## config.mk

```make
export PLATFORM = sky130hd
export DESIGN_NAME = hex_display_bank_flat
export DESIGN_NICKNAME = d
export VERILOG_FILES = /design/src/rtl/hex_display_bank_if.sv /design/src/rtl/hex_display_bank.sv /design/src/flat_wrapper.sv
export SDC_FILE = /design/constraint.sdc
export NUM_CORES = 1
export LEC_CHECK = 0
export CORE_MARGIN = 10
export CORE_UTILIZATION = 23
export CTS_CLUSTER_DIAMETER = 200
export CTS_CLUSTER_SIZE = 24
export DETAILED_ROUTE_END_ITERATION = 16
export PLACE_DENSITY = 0.4
export SETUP_SLACK_MARGIN = 0.5
export SLEW_MARGIN = 15
export SYNTH_ARGS = -nofsm -noshare
export SYNTH_HDL_FRONTEND = slang
export SYNTH_SLANG_ARGS = --single-unit
```

## constraint.sdc

```tcl
create_clock -name CLOCK -period 5.8 [get_ports CLOCK]
set_clock_uncertainty 0.2 [all_clocks]
set_input_delay 0.58 -clock CLOCK [delete_from_list [all_inputs] [get_ports CLOCK]]
set_output_delay 0.58 -clock CLOCK [all_outputs]
set_load 0.1 [all_outputs]
```

## src/rtl/hex_display_bank_if.sv

```systemverilog
// Bus bundle for hex_display_bank: write port, scroll enable and display outputs.
// BLINK exists only when HEX_DISPLAY_BANK_BLINK_EN is defined.
interface hex_display_bank_if #(
    parameter int N_DISP = 6,
    parameter int AW     = 4
);
    logic                  WR_EN;
    logic [AW-1:0]         ADDR;
    logic [6:0]            DATA;
    logic                  MODE;
    logic                  SCROLL_EN;
    logic [N_DISP*7-1:0]   HEX;
    logic                  ADDR_ERR;
`ifdef HEX_DISPLAY_BANK_BLINK_EN
    logic [N_DISP-1:0]     BLINK;
`endif

    modport master (
`ifdef HEX_DISPLAY_BANK_BLINK_EN
        output BLINK,
`endif
        output WR_EN, ADDR, DATA, MODE, SCROLL_EN,
        input  HEX, ADDR_ERR
    );

    modport slave (
`ifdef HEX_DISPLAY_BANK_BLINK_EN
        input  BLINK,
`endif
        input  WR_EN, ADDR, DATA, MODE, SCROLL_EN,
        output HEX, ADDR_ERR
    );
endinterface

```

## src/rtl/hex_display_bank.sv

```systemverilog
// Bank of N_DISP seven-segment registers with raw/hex-decode writes and a timed rotate.
// Optional blink output stage enabled by defining HEX_DISPLAY_BANK_BLINK_EN.
module hex_display_bank #(
    parameter int N_DISP    = 6,
    parameter int AW        = 4,
    parameter int TICK_DIV  = 25000000
`ifdef HEX_DISPLAY_BANK_BLINK_EN
   ,parameter int BLINK_DIV = 12500000
`endif
) (
    input  logic             CLOCK,
    input  logic             RESETn,
    hex_display_bank_if.slave bus
);
    localparam int PW = (TICK_DIV > 1) ? $clog2(TICK_DIV) : 1;

    // Active-low segment patterns, bit 0 = segment a.
    function automatic logic [6:0] hex_to_seg(input logic [3:0] digit);
        logic [6:0] seg;
        case (digit)
            4'h0:    seg = 7'h40;
            4'h1:    seg = 7'h79;
            4'h2:    seg = 7'h24;
            4'h3:    seg = 7'h30;
            4'h4:    seg = 7'h19;
            4'h5:    seg = 7'h12;
            4'h6:    seg = 7'h02;
            4'h7:    seg = 7'h78;
            4'h8:    seg = 7'h00;
            4'h9:    seg = 7'h10;
            4'hA:    seg = 7'h08;
            4'hB:    seg = 7'h03;
            4'hC:    seg = 7'h46;
            4'hD:    seg = 7'h21;
            4'hE:    seg = 7'h06;
            4'hF:    seg = 7'h0E;
            default: seg = 7'h7F;
        endcase
        return seg;
    endfunction

    logic [N_DISP-1:0][6:0] disp_q, disp_d;
    logic [PW-1:0]          presc_q, presc_d;
    logic                   addr_err_q, addr_err_d;
    logic                   step_s;
    logic                   addr_ok_s;
    logic [6:0]             wdata_s;

    // Step, address range check and write data selection.
    always_comb begin
        step_s    = bus.SCROLL_EN && (presc_q == PW'(TICK_DIV - 1));
        addr_ok_s = ({1'b0, bus.ADDR} < (AW + 1)'(N_DISP));
        if (bus.MODE) begin
            wdata_s = hex_to_seg(bus.DATA[3:0]);
        end else begin
            wdata_s = bus.DATA;
        end
    end

    // Next state: prescaler, rotate, then the write overrides its target.
    always_comb begin
        disp_d     = disp_q;
        presc_d    = presc_q;
        addr_err_d = 1'b0;
        if (!bus.SCROLL_EN) begin
            presc_d = '0;
        end else if (step_s) begin
            presc_d = '0;
        end else begin
            presc_d = presc_q + PW'(1);
        end
        if (step_s) begin
            for (int d = 0; d < N_DISP; d++) begin
                disp_d[d] = disp_q[(d + N_DISP - 1) % N_DISP];
            end
        end else begin
            disp_d = disp_q;
        end
        for (int d = 0; d < N_DISP; d++) begin
            if (bus.WR_EN && addr_ok_s && (bus.ADDR == AW'(d))) begin
                disp_d[d] = wdata_s;
            end else begin
                disp_d[d] = disp_d[d];
            end
        end
        if (bus.WR_EN && !addr_ok_s) begin
            addr_err_d = 1'b1;
        end else begin
            addr_err_d = 1'b0;
        end
    end

    // Display registers, prescaler and error pulse with synchronous reset.
    always_ff @(posedge CLOCK) begin
        if (!RESETn) begin
            disp_q     <= {N_DISP{7'h7F}};
            presc_q    <= '0;
            addr_err_q <= 1'b0;
        end else begin
            disp_q     <= disp_d;
            presc_q    <= presc_d;
            addr_err_q <= addr_err_d;
        end
    end

    assign bus.ADDR_ERR = addr_err_q;

`ifdef HEX_DISPLAY_BANK_BLINK_EN
    localparam int BW = (BLINK_DIV > 1) ? $clog2(BLINK_DIV) : 1;

    logic [BW-1:0]          blink_cnt_q, blink_cnt_d;
    logic                   blink_on_q, blink_on_d;
    logic [N_DISP-1:0][6:0] hex_q, hex_d;

    // Blink half-period counter and masked output stage.
    always_comb begin
        blink_cnt_d = blink_cnt_q + BW'(1);
        blink_on_d  = blink_on_q;
        if (blink_cnt_q == BW'(BLINK_DIV - 1)) begin
            blink_cnt_d = '0;
            blink_on_d  = !blink_on_q;
        end else begin
            blink_on_d  = blink_on_q;
        end
        for (int d = 0; d < N_DISP; d++) begin
            if (bus.BLINK[d] && !blink_on_q) begin
                hex_d[d] = 7'h7F;
            end else begin
                hex_d[d] = disp_q[d];
            end
        end
    end

    // Blink state and registered display outputs.
    always_ff @(posedge CLOCK) begin
        if (!RESETn) begin
            blink_cnt_q <= '0;
            blink_on_q  <= 1'b1;
            hex_q       <= {N_DISP{7'h7F}};
        end else begin
            blink_cnt_q <= blink_cnt_d;
            blink_on_q  <= blink_on_d;
            hex_q       <= hex_d;
        end
    end

    assign bus.HEX = hex_q;
`else
    assign bus.HEX = disp_q;
`endif
endmodule

```

## src/flat_wrapper.sv

```systemverilog
// flat-port wrapper written by rule: the top's interface ports become plain ports
module hex_display_bank_flat 
#(
    parameter int N_DISP    = 6,
    parameter int AW        = 4,
    parameter int TICK_DIV  = 25000000

)
  (CLOCK, RESETn, bus_WR_EN, bus_ADDR, bus_DATA, bus_MODE, bus_SCROLL_EN, bus_HEX, bus_ADDR_ERR);
  hex_display_bank_if #(.N_DISP(N_DISP), .AW(AW)) bus_i ();
  input  logic CLOCK;
  input  logic RESETn;
  input wire logic [$bits(bus_i.WR_EN)-1:0] bus_WR_EN;
  input wire logic [$bits(bus_i.ADDR)-1:0] bus_ADDR;
  input wire logic [$bits(bus_i.DATA)-1:0] bus_DATA;
  input wire logic [$bits(bus_i.MODE)-1:0] bus_MODE;
  input wire logic [$bits(bus_i.SCROLL_EN)-1:0] bus_SCROLL_EN;
  output wire logic [$bits(bus_i.HEX)-1:0] bus_HEX;
  output wire logic [$bits(bus_i.ADDR_ERR)-1:0] bus_ADDR_ERR;
  assign bus_i.WR_EN = bus_WR_EN;
  assign bus_i.ADDR = bus_ADDR;
  assign bus_i.DATA = bus_DATA;
  assign bus_i.MODE = bus_MODE;
  assign bus_i.SCROLL_EN = bus_SCROLL_EN;
  assign bus_HEX = bus_i.HEX;
  assign bus_ADDR_ERR = bus_i.ADDR_ERR;
  hex_display_bank #(.N_DISP(N_DISP), .AW(AW), .TICK_DIV(TICK_DIV)) u_core (.CLOCK(CLOCK), .RESETn(RESETn), .bus(bus_i));
endmodule
```

==> flow_summary.toml <==
[setup_path]
cp_max_fo = 39
end_kind = "flip-flop"
arrival_ns = 3.31
crit_type = "input port to flip-flop"
critPathLaunchType = "input port"
crit_required_ns = 5.83
r2r_slack_ns = 2.76

[global_route]
grt_pass1_wl_um = 19800
grt_overflow = 0
grt_pass1_vias = 3462
antenna_found_initial = 0
track_usage_pct = 11.4
grt_max_degree = 53

[synthesis]
ys.flop_type = "dfxtp_1"
synthSimpleGateAreaFrac_pct = 35.0
ys_top_cells_by_count = "dfxtp_1, nor2_1, nand2b_1, nor4_1, a221oi_1"
synth.avg_cell_area_um2 = 8.20
synth_xor_area_share_pct = 3.49
ys_types = 42
synth_top_family_by_area = "simple AND/OR/NAND/NOR gates"
synth_most_common_cell = "dfxtp_1"
synth_warnings = 0
ys_top_cells_by_area = "dfxtp_1, a221oi_1, nand2b_1"
postSynthCellCount = 459
synth_top_area_share_pct = 36.2
yosys.area.top_type = "dfxtp_1"
syn-num-nets = 483
ys_seq_area_share_pct = 36.2
synthArstFlopShare_pct = 0
synthesis.area_um2 = 3760
synth_fa_ha_area_share_pct = 2.66
muxShareOfSynthArea_pct = 1.60
synth-seq-cells = 68
synth-compound-area-share_pct = 15.9
synth_edf_count = 0

[clock_tree]
cts_buffer_depth = 2
insertion_delay_ns = 0.34
root_buffer = "clkbuf_16"
cts.sinks = 68
cts-resized-gates = 0
cts_hold_buf = 0
cts_tree = "built"
cts_setup_buffers = 0
clk_pin_slew_ns = 0.06
h-tree-depth = 3
cts_made_buffers = 9

[die]
core_um2 = 15900
dieHeight_um = 148
rows = 46
die_area_um2 = 21900
fp.dieW_um = 148
start_util_pct = 23.6
io_pins = 59

[placed_design]
hpwl_um = 8580
placed_cells = 703
finalWeightedCongestion = 0.750
numPortBuffers = 58
dpl-instance-area_um2 = 4490

[sta]
grt_setup_unrepaired = "no"
clock.fmax_ghz = 0.305
setup_violations = 0
slew_viol_final = 0
min_period_ns = 3.28
period_share_pct = 56.5
worst_pin_slew_ns = 1.06
fin_tns_setup_ns = 0
hold_violations = 0
relSlewSlack_pct = 28.8

[route]
first_pass_iters = 6
wl_per_cell_um = 17.1
ant_nets = 0
wirelength_um = 12300
dr_total_vias = 3569
vias_per_cell = 4.96
drc = 0
drtIter0Drc = 283

[finish]
final_util_pct = 29.8
syn2layout_area_growth_pct = 26.3
stdcell_count = 719
antenna_cells = 0
final_nets = 522
fillers = 1720
drive_gt1_share_pct = 5.17
finalInstanceArea_um2 = 4750

[pwr]
vdd_ir_drop_max_uv = 120
leakage_nw = 1.57
powerDensity_nw_per_um2 = 231

[run]
cap_violations = 0

[status]
outcome = "completed"

[hold_path]
hp-class = "flip-flop to flip-flop"
-- power breakdown --
part / internal [W] / switching [W] / leakage, nW
Sequential: 0.000473 / 0.00000356 / 0.551
Clock: 0.000300 / 0.000202 / 0.131
Combinational: 0.0000335 / 0.0000841 / 0.886
-- worst paths after layout --
path	depth (start not counted)	end	startpoint
worst max register to register	6	u_core.bus.HEX[8]$_SDFFE_PN1P_	u_core.presc_q[8]$_SDFF_PP0_
worst min-delay path	1	u_core.presc_q[0]$_SDFF_PP0_	u_core.presc_q[0]$_SDFF_PP0_
worst min register to register	1	u_core.presc_q[0]$_SDFF_PP0_	u_core.presc_q[0]$_SDFF_PP0_
worst max-delay path	7	u_core.bus.HEX[8]$_SDFFE_PN1P_	bus_SCROLL_EN
-- flip-flops by register name (all words and copies together), names as in the netlist --
signal	count
u_core.bus.HEX	42
u_core.presc_q	25
u_core.bus.ADDR_ERR	1
-- placed cells by master, fill, tap and decap left out, types with 2 or more instances in the layout --
cell type        synthesis  routed
buf_4                    1       4
clkbuf_16                0       9
o21ai_0                  5       5
xor2_1                   5       5
nand4bb_1                2       2
inv_1                   12      12
nand2b_1                46      46
o22ai_1                  2       2
o2111ai_1                3       3
nor3b_1                  2       2
o211a_1                  3       3
o211ai_1                 4       4
nand3_1                  9       9
mux2i_1                  6       6
a21oi_1                 13      13
nor4_1                  42      42
nand4_1                  7       7
ha_1                     8       8
and4_1                   3       3
o221a_2                  2       2
xnor2_1                 10      10
o31ai_1                  7       7
a221oi_1                36      36
nor2_1                  66      66
or2_2                    3       3
clkbuf_1                27       4
nand2_1                 16      16
clkdlybuf4s50_1          0      57
and2_1                   7       7
dfxtp_1                 68      68
nor3_1                  11      11
or3_1                    6       6
nor2b_1                  2       2
clkinv_2                 0       2
or4_1                   11      11
-- cell type report --
cell class | count | area, um2 | share of cell area, %
flip-flops and latches | 68 | 1360 | 28.6
multi-input cells | 345 | 2210 | 46.4
clock inverters | 2 | 10.0 | 0.211
clock buffers | 14 | 254 | 5.34
well taps | 216 | 270 | 5.69
inverters | 12 | 45.0 | 0.948
repair buffers | 62 | 606 | 12.7
-- logic make-up after synthesis --
logic type | count (synthesis)
adders and majority gates | 8
muxes | 6
and+or+nand+nor | 239
buffers and inverters | 46
AOI/OAI and AO/OA | 77
DFF | 68
xor gates and xnor gates | 15
-- stage by stage --
step / power [W] / hold WS (ns) / setup slack [ns]
after floorplan: 0.000566 / 0.237 / 3.48
after global placement: 0.000605 / 0.255 / 2.33
after detailed placement: 0.000605 / 0.266 / 2.24
after CTS: 0.00112 / 0.279 / 2.58
after global routing: 0.00114 / 0.309 / 2.33
final: 0.00110 / 0.279 / 2.52
-- worst max-delay path, cell delays in order --
cell             delay [ns]
clkdlybuf4s50_1        0.53
nor4bb_1               0.31
nand4_1                0.49
buf_4                  0.46
or2_1                  0.26
buf_4                  0.27
a221oi_1               0.37
-- metal layers --
metal / share of wire (%) / vias up / track usage [%]
met3: 5.5 / 11 / 3.05
met4: 1.4 / 0 / 4.01
met2: 44 / 92 / 16.5
li1: - / 1787 / -
met5: 0 / - / 0
met1: 50 / 1679 / 15.8
Note: power is estimated with default switching activity, not from simulation.
